[src/rtl/ibex_multdiv_arbiter_if.sv]
// Requester, response and multdiv-unit signals shared by the arbiter and its neighbours.
// slave: arbiter side. master: requesters plus the multdiv unit.
interface ibex_multdiv_arbiter_if;
  logic        req0_valid_i;
  logic        req0_ready_o;
  logic [1:0]  req0_operator_i;
  logic [1:0]  req0_signed_mode_i;
  logic [31:0] req0_op_a_i;
  logic [31:0] req0_op_b_i;
  logic        req1_valid_i;
  logic        req1_ready_o;
  logic [1:0]  req1_operator_i;
  logic [1:0]  req1_signed_mode_i;
  logic [31:0] req1_op_a_i;
  logic [31:0] req1_op_b_i;
  logic        kill0_i;
  logic        kill1_i;
  logic        rsp0_valid_o;
  logic        rsp0_ready_i;
  logic [31:0] rsp0_result_o;
  logic        rsp1_valid_o;
  logic        rsp1_ready_i;
  logic [31:0] rsp1_result_o;
  logic        md_mult_en_o;
  logic        md_div_en_o;
  logic        md_mult_sel_o;
  logic        md_div_sel_o;
  logic [1:0]  md_operator_o;
  logic [1:0]  md_signed_mode_o;
  logic [31:0] md_op_a_o;
  logic [31:0] md_op_b_o;
  logic        md_ready_id_o;
  logic        md_valid_i;
  logic [31:0] md_result_i;

  modport slave (
    input  req0_valid_i, req0_operator_i, req0_signed_mode_i, req0_op_a_i, req0_op_b_i,
    output req0_ready_o,
    input  req1_valid_i, req1_operator_i, req1_signed_mode_i, req1_op_a_i, req1_op_b_i,
    output req1_ready_o,
    input  kill0_i, kill1_i,
    output rsp0_valid_o, rsp0_result_o,
    input  rsp0_ready_i,
    output rsp1_valid_o, rsp1_result_o,
    input  rsp1_ready_i,
    output md_mult_en_o, md_div_en_o, md_mult_sel_o, md_div_sel_o,
    output md_operator_o, md_signed_mode_o, md_op_a_o, md_op_b_o, md_ready_id_o,
    input  md_valid_i, md_result_i
  );

  modport master (
    output req0_valid_i, req0_operator_i, req0_signed_mode_i, req0_op_a_i, req0_op_b_i,
    input  req0_ready_o,
    output req1_valid_i, req1_operator_i, req1_signed_mode_i, req1_op_a_i, req1_op_b_i,
    input  req1_ready_o,
    output kill0_i, kill1_i,
    input  rsp0_valid_o, rsp0_result_o,
    output rsp0_ready_i,
    input  rsp1_valid_o, rsp1_result_o,
    output rsp1_ready_i,
    input  md_mult_en_o, md_div_en_o, md_mult_sel_o, md_div_sel_o,
    input  md_operator_o, md_signed_mode_o, md_op_a_o, md_op_b_o, md_ready_id_o,
    output md_valid_i, md_result_i
  );
endinterface

[src/rtl/ibex_multdiv_arbiter.sv]
// Round-robin sharing of one multdiv unit between two requesters, with one-entry result slots.
// Latency: accept at T drives unit enables from T+1; unit valid at V gives response valid at V+1.
// Backpressure: a full result slot stalls only its own requester; kills drain the unit silently.
module ibex_multdiv_arbiter #(
  parameter int unsigned MAX_CYCLES = 40
) (
  input  logic                  clk_i,
  input  logic                  rst_i,
  ibex_multdiv_arbiter_if.slave bus,
  output logic                  err_o
);
  localparam int unsigned CW = $clog2(MAX_CYCLES + 1);
  localparam logic [CW-1:0] CNT_MAX = CW'(MAX_CYCLES);

  typedef enum logic {IDLE, BUSY} state_e;

  state_e        state_q, state_d;
  logic          last_grant_q, last_grant_d;
  logic          owner_q, owner_d;
  logic          kill_q, kill_d;
  logic [CW-1:0] cnt_q, cnt_d;
  logic          err_q, err_d;
  logic [1:0]    op_q, op_d;
  logic [1:0]    sm_q, sm_d;
  logic [31:0]   a_q, a_d;
  logic [31:0]   b_q, b_d;
  logic [1:0]    rsp_vld_q, rsp_vld_d;
  logic [31:0]   rsp0_res_q, rsp0_res_d;
  logic [31:0]   rsp1_res_q, rsp1_res_d;

  logic elig0, elig1, grant, accept, busy, kill_own;

  assign elig0  = bus.req0_valid_i & ~rsp_vld_q[0];
  assign elig1  = bus.req1_valid_i & ~rsp_vld_q[1];
  assign busy   = (state_q == BUSY);
  assign accept = ~busy & (elig0 | elig1);

  // Contention goes to whoever was not granted last; otherwise the lone eligible requester.
  assign grant  = (elig0 & elig1) ? ~last_grant_q : elig1;

  assign kill_own = busy & (owner_q ? bus.kill1_i : bus.kill0_i);

  always_comb begin
    state_d      = state_q;
    last_grant_d = last_grant_q;
    owner_d      = owner_q;
    kill_d       = kill_q;
    cnt_d        = cnt_q;
    op_d         = op_q;
    sm_d         = sm_q;
    a_d          = a_q;
    b_d          = b_q;
    rsp_vld_d    = rsp_vld_q;
    rsp0_res_d   = rsp0_res_q;
    rsp1_res_d   = rsp1_res_q;

    if (rsp_vld_q[0] && bus.rsp0_ready_i) rsp_vld_d[0] = 1'b0;
    if (rsp_vld_q[1] && bus.rsp1_ready_i) rsp_vld_d[1] = 1'b0;

    unique case (state_q)
      IDLE: begin
        if (accept) begin
          state_d      = BUSY;
          owner_d      = grant;
          last_grant_d = grant;
          kill_d       = 1'b0;
          cnt_d        = '0;
          op_d         = grant ? bus.req1_operator_i    : bus.req0_operator_i;
          sm_d         = grant ? bus.req1_signed_mode_i : bus.req0_signed_mode_i;
          a_d          = grant ? bus.req1_op_a_i        : bus.req0_op_a_i;
          b_d          = grant ? bus.req1_op_b_i        : bus.req0_op_b_i;
        end
      end
      BUSY: begin
        if (kill_own) kill_d = 1'b1;
        if (bus.md_valid_i) begin
          state_d = IDLE;
          // A kill landing in the completion cycle still discards the result.
          if (!(kill_q || kill_own)) begin
            rsp_vld_d[owner_q] = 1'b1;
            if (owner_q) rsp1_res_d = bus.md_result_i;
            else         rsp0_res_d = bus.md_result_i;
          end
        end else if (cnt_q != CNT_MAX) begin
          cnt_d = cnt_q + 1'b1;
        end
      end
      default: state_d = IDLE;
    endcase
  end

  assign err_d = err_q | (cnt_d == CNT_MAX);

  always_ff @(posedge clk_i) begin
    if (rst_i) begin
      state_q      <= IDLE;
      last_grant_q <= 1'b1;
      owner_q      <= 1'b0;
      kill_q       <= 1'b0;
      cnt_q        <= '0;
      err_q        <= 1'b0;
      op_q         <= '0;
      sm_q         <= '0;
      a_q          <= '0;
      b_q          <= '0;
      rsp_vld_q    <= '0;
      rsp0_res_q   <= '0;
      rsp1_res_q   <= '0;
    end else begin
      state_q      <= state_d;
      last_grant_q <= last_grant_d;
      owner_q      <= owner_d;
      kill_q       <= kill_d;
      cnt_q        <= cnt_d;
      err_q        <= err_d;
      op_q         <= op_d;
      sm_q         <= sm_d;
      a_q          <= a_d;
      b_q          <= b_d;
      rsp_vld_q    <= rsp_vld_d;
      rsp0_res_q   <= rsp0_res_d;
      rsp1_res_q   <= rsp1_res_d;
    end
  end

  assign bus.req0_ready_o     = accept & ~grant;
  assign bus.req1_ready_o     = accept & grant;
  assign bus.rsp0_valid_o     = rsp_vld_q[0];
  assign bus.rsp1_valid_o     = rsp_vld_q[1];
  assign bus.rsp0_result_o    = rsp0_res_q;
  assign bus.rsp1_result_o    = rsp1_res_q;
  assign bus.md_mult_en_o     = busy & ~op_q[1];
  assign bus.md_mult_sel_o    = busy & ~op_q[1];
  assign bus.md_div_en_o      = busy & op_q[1];
  assign bus.md_div_sel_o     = busy & op_q[1];
  assign bus.md_operator_o    = op_q;
  assign bus.md_signed_mode_o = sm_q;
  assign bus.md_op_a_o        = a_q;
  assign bus.md_op_b_o        = b_q;
  assign bus.md_ready_id_o    = busy & bus.md_valid_i;
  assign err_o                = err_q;
endmodule
[src/flat_wrapper.sv]
// flat-port wrapper written by rule: the top's interface ports become plain ports
module ibex_multdiv_arbiter_flat 
#(
  parameter int unsigned MAX_CYCLES = 40
)
  (clk_i, rst_i, err_o, bus_req0_valid_i, bus_req0_operator_i, bus_req0_signed_mode_i, bus_req0_op_a_i, bus_req0_op_b_i, bus_req0_ready_o, bus_req1_valid_i, bus_req1_operator_i, bus_req1_signed_mode_i, bus_req1_op_a_i, bus_req1_op_b_i, bus_req1_ready_o, bus_kill0_i, bus_kill1_i, bus_rsp0_valid_o, bus_rsp0_result_o, bus_rsp0_ready_i, bus_rsp1_valid_o, bus_rsp1_result_o, bus_rsp1_ready_i, bus_md_mult_en_o, bus_md_div_en_o, bus_md_mult_sel_o, bus_md_div_sel_o, bus_md_operator_o, bus_md_signed_mode_o, bus_md_op_a_o, bus_md_op_b_o, bus_md_ready_id_o, bus_md_valid_i, bus_md_result_i);
  ibex_multdiv_arbiter_if bus_i ();
  input  logic clk_i;
  input  logic rst_i;
  output logic err_o;
  input wire logic [$bits(bus_i.req0_valid_i)-1:0] bus_req0_valid_i;
  input wire logic [$bits(bus_i.req0_operator_i)-1:0] bus_req0_operator_i;
  input wire logic [$bits(bus_i.req0_signed_mode_i)-1:0] bus_req0_signed_mode_i;
  input wire logic [$bits(bus_i.req0_op_a_i)-1:0] bus_req0_op_a_i;
  input wire logic [$bits(bus_i.req0_op_b_i)-1:0] bus_req0_op_b_i;
  output wire logic [$bits(bus_i.req0_ready_o)-1:0] bus_req0_ready_o;
  input wire logic [$bits(bus_i.req1_valid_i)-1:0] bus_req1_valid_i;
  input wire logic [$bits(bus_i.req1_operator_i)-1:0] bus_req1_operator_i;
  input wire logic [$bits(bus_i.req1_signed_mode_i)-1:0] bus_req1_signed_mode_i;
  input wire logic [$bits(bus_i.req1_op_a_i)-1:0] bus_req1_op_a_i;
  input wire logic [$bits(bus_i.req1_op_b_i)-1:0] bus_req1_op_b_i;
  output wire logic [$bits(bus_i.req1_ready_o)-1:0] bus_req1_ready_o;
  input wire logic [$bits(bus_i.kill0_i)-1:0] bus_kill0_i;
  input wire logic [$bits(bus_i.kill1_i)-1:0] bus_kill1_i;
  output wire logic [$bits(bus_i.rsp0_valid_o)-1:0] bus_rsp0_valid_o;
  output wire logic [$bits(bus_i.rsp0_result_o)-1:0] bus_rsp0_result_o;
  input wire logic [$bits(bus_i.rsp0_ready_i)-1:0] bus_rsp0_ready_i;
  output wire logic [$bits(bus_i.rsp1_valid_o)-1:0] bus_rsp1_valid_o;
  output wire logic [$bits(bus_i.rsp1_result_o)-1:0] bus_rsp1_result_o;
  input wire logic [$bits(bus_i.rsp1_ready_i)-1:0] bus_rsp1_ready_i;
  output wire logic [$bits(bus_i.md_mult_en_o)-1:0] bus_md_mult_en_o;
  output wire logic [$bits(bus_i.md_div_en_o)-1:0] bus_md_div_en_o;
  output wire logic [$bits(bus_i.md_mult_sel_o)-1:0] bus_md_mult_sel_o;
  output wire logic [$bits(bus_i.md_div_sel_o)-1:0] bus_md_div_sel_o;
  output wire logic [$bits(bus_i.md_operator_o)-1:0] bus_md_operator_o;
  output wire logic [$bits(bus_i.md_signed_mode_o)-1:0] bus_md_signed_mode_o;
  output wire logic [$bits(bus_i.md_op_a_o)-1:0] bus_md_op_a_o;
  output wire logic [$bits(bus_i.md_op_b_o)-1:0] bus_md_op_b_o;
  output wire logic [$bits(bus_i.md_ready_id_o)-1:0] bus_md_ready_id_o;
  input wire logic [$bits(bus_i.md_valid_i)-1:0] bus_md_valid_i;
  input wire logic [$bits(bus_i.md_result_i)-1:0] bus_md_result_i;
  assign bus_i.req0_valid_i = bus_req0_valid_i;
  assign bus_i.req0_operator_i = bus_req0_operator_i;
  assign bus_i.req0_signed_mode_i = bus_req0_signed_mode_i;
  assign bus_i.req0_op_a_i = bus_req0_op_a_i;
  assign bus_i.req0_op_b_i = bus_req0_op_b_i;
  assign bus_req0_ready_o = bus_i.req0_ready_o;
  assign bus_i.req1_valid_i = bus_req1_valid_i;
  assign bus_i.req1_operator_i = bus_req1_operator_i;
  assign bus_i.req1_signed_mode_i = bus_req1_signed_mode_i;
  assign bus_i.req1_op_a_i = bus_req1_op_a_i;
  assign bus_i.req1_op_b_i = bus_req1_op_b_i;
  assign bus_req1_ready_o = bus_i.req1_ready_o;
  assign bus_i.kill0_i = bus_kill0_i;
  assign bus_i.kill1_i = bus_kill1_i;
  assign bus_rsp0_valid_o = bus_i.rsp0_valid_o;
  assign bus_rsp0_result_o = bus_i.rsp0_result_o;
  assign bus_i.rsp0_ready_i = bus_rsp0_ready_i;
  assign bus_rsp1_valid_o = bus_i.rsp1_valid_o;
  assign bus_rsp1_result_o = bus_i.rsp1_result_o;
  assign bus_i.rsp1_ready_i = bus_rsp1_ready_i;
  assign bus_md_mult_en_o = bus_i.md_mult_en_o;
  assign bus_md_div_en_o = bus_i.md_div_en_o;
  assign bus_md_mult_sel_o = bus_i.md_mult_sel_o;
  assign bus_md_div_sel_o = bus_i.md_div_sel_o;
  assign bus_md_operator_o = bus_i.md_operator_o;
  assign bus_md_signed_mode_o = bus_i.md_signed_mode_o;
  assign bus_md_op_a_o = bus_i.md_op_a_o;
  assign bus_md_op_b_o = bus_i.md_op_b_o;
  assign bus_md_ready_id_o = bus_i.md_ready_id_o;
  assign bus_i.md_valid_i = bus_md_valid_i;
  assign bus_i.md_result_i = bus_md_result_i;
  ibex_multdiv_arbiter #(.MAX_CYCLES(MAX_CYCLES)) u_core (.clk_i(clk_i), .rst_i(rst_i), .bus(bus_i), .err_o(err_o));
endmodule
[config.mk]
export PLATFORM = sky130hd
export DESIGN_NAME = ibex_multdiv_arbiter_flat
export DESIGN_NICKNAME = d
export VERILOG_FILES = /design/src/rtl/ibex_multdiv_arbiter_if.sv /design/src/rtl/ibex_multdiv_arbiter.sv /design/src/flat_wrapper.sv
export SDC_FILE = /design/constraint.sdc
export NUM_CORES = 1
export LEC_CHECK = 0
export ABC_AREA = 0
export BUFFER_PORTS_ARGS = -buffer_cell sky130_fd_sc_hd__buf_2
export CAP_MARGIN = 20
export CORE_AREA = 2 2 123 125
export DETAILED_ROUTE_END_ITERATION = 6
export DIE_AREA = 0 0 125 127
export MAX_ROUTING_LAYER = met4
export PLACE_DENSITY = 0.81
export SYNTH_ARGS = -nofsm -noshare
export SYNTH_HDL_FRONTEND = slang
export SYNTH_SLANG_ARGS = --single-unit
[constraint.sdc]
create_clock -name clk_i -period 2.2 [get_ports clk_i]
set_clock_uncertainty 0.05 [all_clocks]
set_input_delay 0.22 -clock clk_i [delete_from_list [all_inputs] [get_ports clk_i]]
set_output_delay 0.22 -clock clk_i [all_outputs]
set_load 0.01 [all_outputs]
==> reports/results.ini <==
[status]
status = complete, but fails checks
violations = DRC

[synth]
syn_area_um2 = 5410
yosysUniqueCellTypes = 43
synth_edf_count = 0
async_flop_share_pct = 0
yosys_warnings = 0
syn_area_per_cell_um2 = 8.73
synth_seq_area_share_pct = 53.6
synthFlopType = dfxtp_1
synth_nets = 799
ys_ff_latch = 145
synthCells = 620

[timing]
period_needed_ps = 2080
slew_headroom_pct = 60.9
fin_crit_sh_pct = 94.7
tightest_slew_ps = 586
fin_ws_ps = 116
slew_viol_final = 0
final-hold-violation-count = 0
fin_setup_tns_ps = 0
rsz0062_at_grt = false
finalSetupViolCount = 0
whs_ps = 21.6
max_freq_ghz = 0.480

[cells_and_area]
area_growth_pct = 59.3
fin_cells = 1203
nNetsFinal = 1180
layout_common_cells = buf_2 (317), nand2_1 (174), dfxtp_1 (145), dlygate4sd3_1 (82), a21oi_1 (68)
drive_gt1_share_pct = 36.9
layout_commonest_cell = buf_2

[hold_path]
hold_class = in2reg
min_from = bus_req1_op_b_i[4]

[global_route]
grt_start_max_net_pins = 59
grt_overflow = 0
antenna_found_initial = 6
grt_util_all_layers_pct = 25.6
grt_pass1_wl_um = 31500
first_global_vias = 6135

[floorplanning]
die_y_um = 127
fp.dieW_um = 125
num_rows = 44
start_util_pct = 37.5
die_area_um2 = 15900
num_io_pins = 319
core_um2 = 14400

[drt]
drtIter0Drc = 576
vias = 6356
wl_per_cell_um = 17.2
dr.pass1.iters = 7
ant_nets = 0
vias_per_cell = 5.28
drt_wl_total_um = 20700
drcViolationCount = 8

[clock_network]
cts_made_buffers = 17
clk_pin_slew_ps = 60
htreeDepth = 4
cts-root-buf = clkbuf_16
cts.sinks = 145
cts.path.max_buffers = 2
clk_latency_ps = 410
post_cts_buffers = 0
cts_tree = built

[placed_design]
dp_slack_ps = 123
port_buffers = 318
dp_hpwl_um = 13200
dp_cells = 1084
routabilityCongestion = 0.838

[worst_setup_path]
r2r_start = u_core.rsp_vld_q[1]
crit_path_start_kind = flop
startpoint = u_core.rsp_vld_q[0]
crit_path_end_kind = output port
crit_required_ps = 1930
path_max_fanout = 40
cp.arrival_ps = 1810
crit_type = reg2out

[pwr]
power.density_nw_per_um2 = 779
power_leakage_nw = 4.02
p_total_mw = 6.72
max-vdd-ir-drop_mv = 0.470

[job]
drv_cap = 0

## logic make-up after synthesis
kind of cell / count (synthesis) / synth area share, %
buffers and inverters: 60 / 5.04
adder cells (fa/ha/maj): 2 / 0.462
XOR/XNOR: 4 / 0.647
AND/OR/NAND/NOR: 253 / 19.2
flip-flops: 145 / 53.6
AO/OA/AOI/OAI: 154 / 20.5
multiplexers: 2 / 0.485
## state kept, by name (all words and copies together) (netlist names)
name / count
u_core.bus.md_op_a_o: 32
u_core.bus.md_op_b_o: 32
u_core.bus.rsp0_result_o: 32
u_core.bus.rsp1_result_o: 32
u_core.cnt_q: 6
u_core.bus.md_operator_o: 2
u_core.bus.md_signed_mode_o: 2
u_core.rsp_vld_q: 2
u_core.busy: 1
u_core.err_o: 1
u_core.kill_q: 1
u_core.last_grant_q: 1
u_core.owner_q: 1
## metrics by stage
step                instance area [um2]  util (%)
floorplan                          5410         -
global placement                   7200      49.9
detailed placement                 7200      49.9
CTS                                8600      59.7
global route                       8620      59.8
finish                             8620      59.8
## what timing repair did
| action | CTS | global route |
|---|---|---|
| hold buffers | 82 | 0 |
| setup endpoints to repair | 0 | 20 |
| gates resized for setup | 0 | 1 |
| hold endpoints to repair | 77 | 0 |
## routing by layer
| metal | up-vias | global-route usage (%) | wire, um |
|---|---|---|---|
| met3 | 68 | 6.62 | 1780 |
| met5 | - | - | 0 |
| li1 | 2944 | - | - |
| met4 | 0 | 15.8 | 913 |
| met1 | 2935 | 28.0 | 7740 |
| met2 | 409 | 41.8 | 10300 |
## critical path, cell delays in order (launching register included)
cell and delay [ps]:
dfxtp_1 330, nand2b_1 250, a211oi_4 380, buf_12 260, buf_2 170
## cell type report
cell class	count	area (um2)
multi-input cells	415	2290
clock buffers	22	474
flip-flops and latches	145	2900
repair buffers	415	2580
diodes	6	15.0
clock inverters	9	108
well taps	184	230
fillers	1169	5800
inverters	7	26.3
## Yosys cell counts, drive strengths merged (2+ instances only)
cell / count / area share [%]
nand2: 174 / 12
dfxtp: 145 / 54
a21oi: 68 / 6.3
nor2: 55 / 3.8
a222oi: 46 / 8.5
buf: 31 / 3.0
a22oi: 25 / 3.5
clkbuf: 22 / 1.5
inv: 7 / 0.49
and2: 4 / 0.49
nand2b: 4 / 0.46
o21ai: 4 / 0.37
a211oi: 3 / 0.60
nand4b: 3 / 0.49
xnor2: 3 / 0.49
ha: 2 / 0.46
mux2: 2 / 0.49
nand3: 2 / 0.18
nor2b: 2 / 0.23
nor3: 2 / 0.18
## where the power goes
group          internal (mW)  switching, mW  total, mW
combinational          0.488          0.520       1.01
sequential              2.77         0.0880       2.86
clock                   1.75           1.10       2.85
total                   5.01           1.71       6.72
## final timing paths
check	end	slack, ps	depth (start not counted)
worst min-delay path	u_core.bus.md_op_b_o[4]	20	3
worst max-delay path	bus_req0_ready_o	120	4
worst max register to register	u_core.bus.md_op_b_o[19]	350	5
worst min register to register	u_core.bus.md_op_a_o[23]	390	2
(Power assumes the default switching activity.)
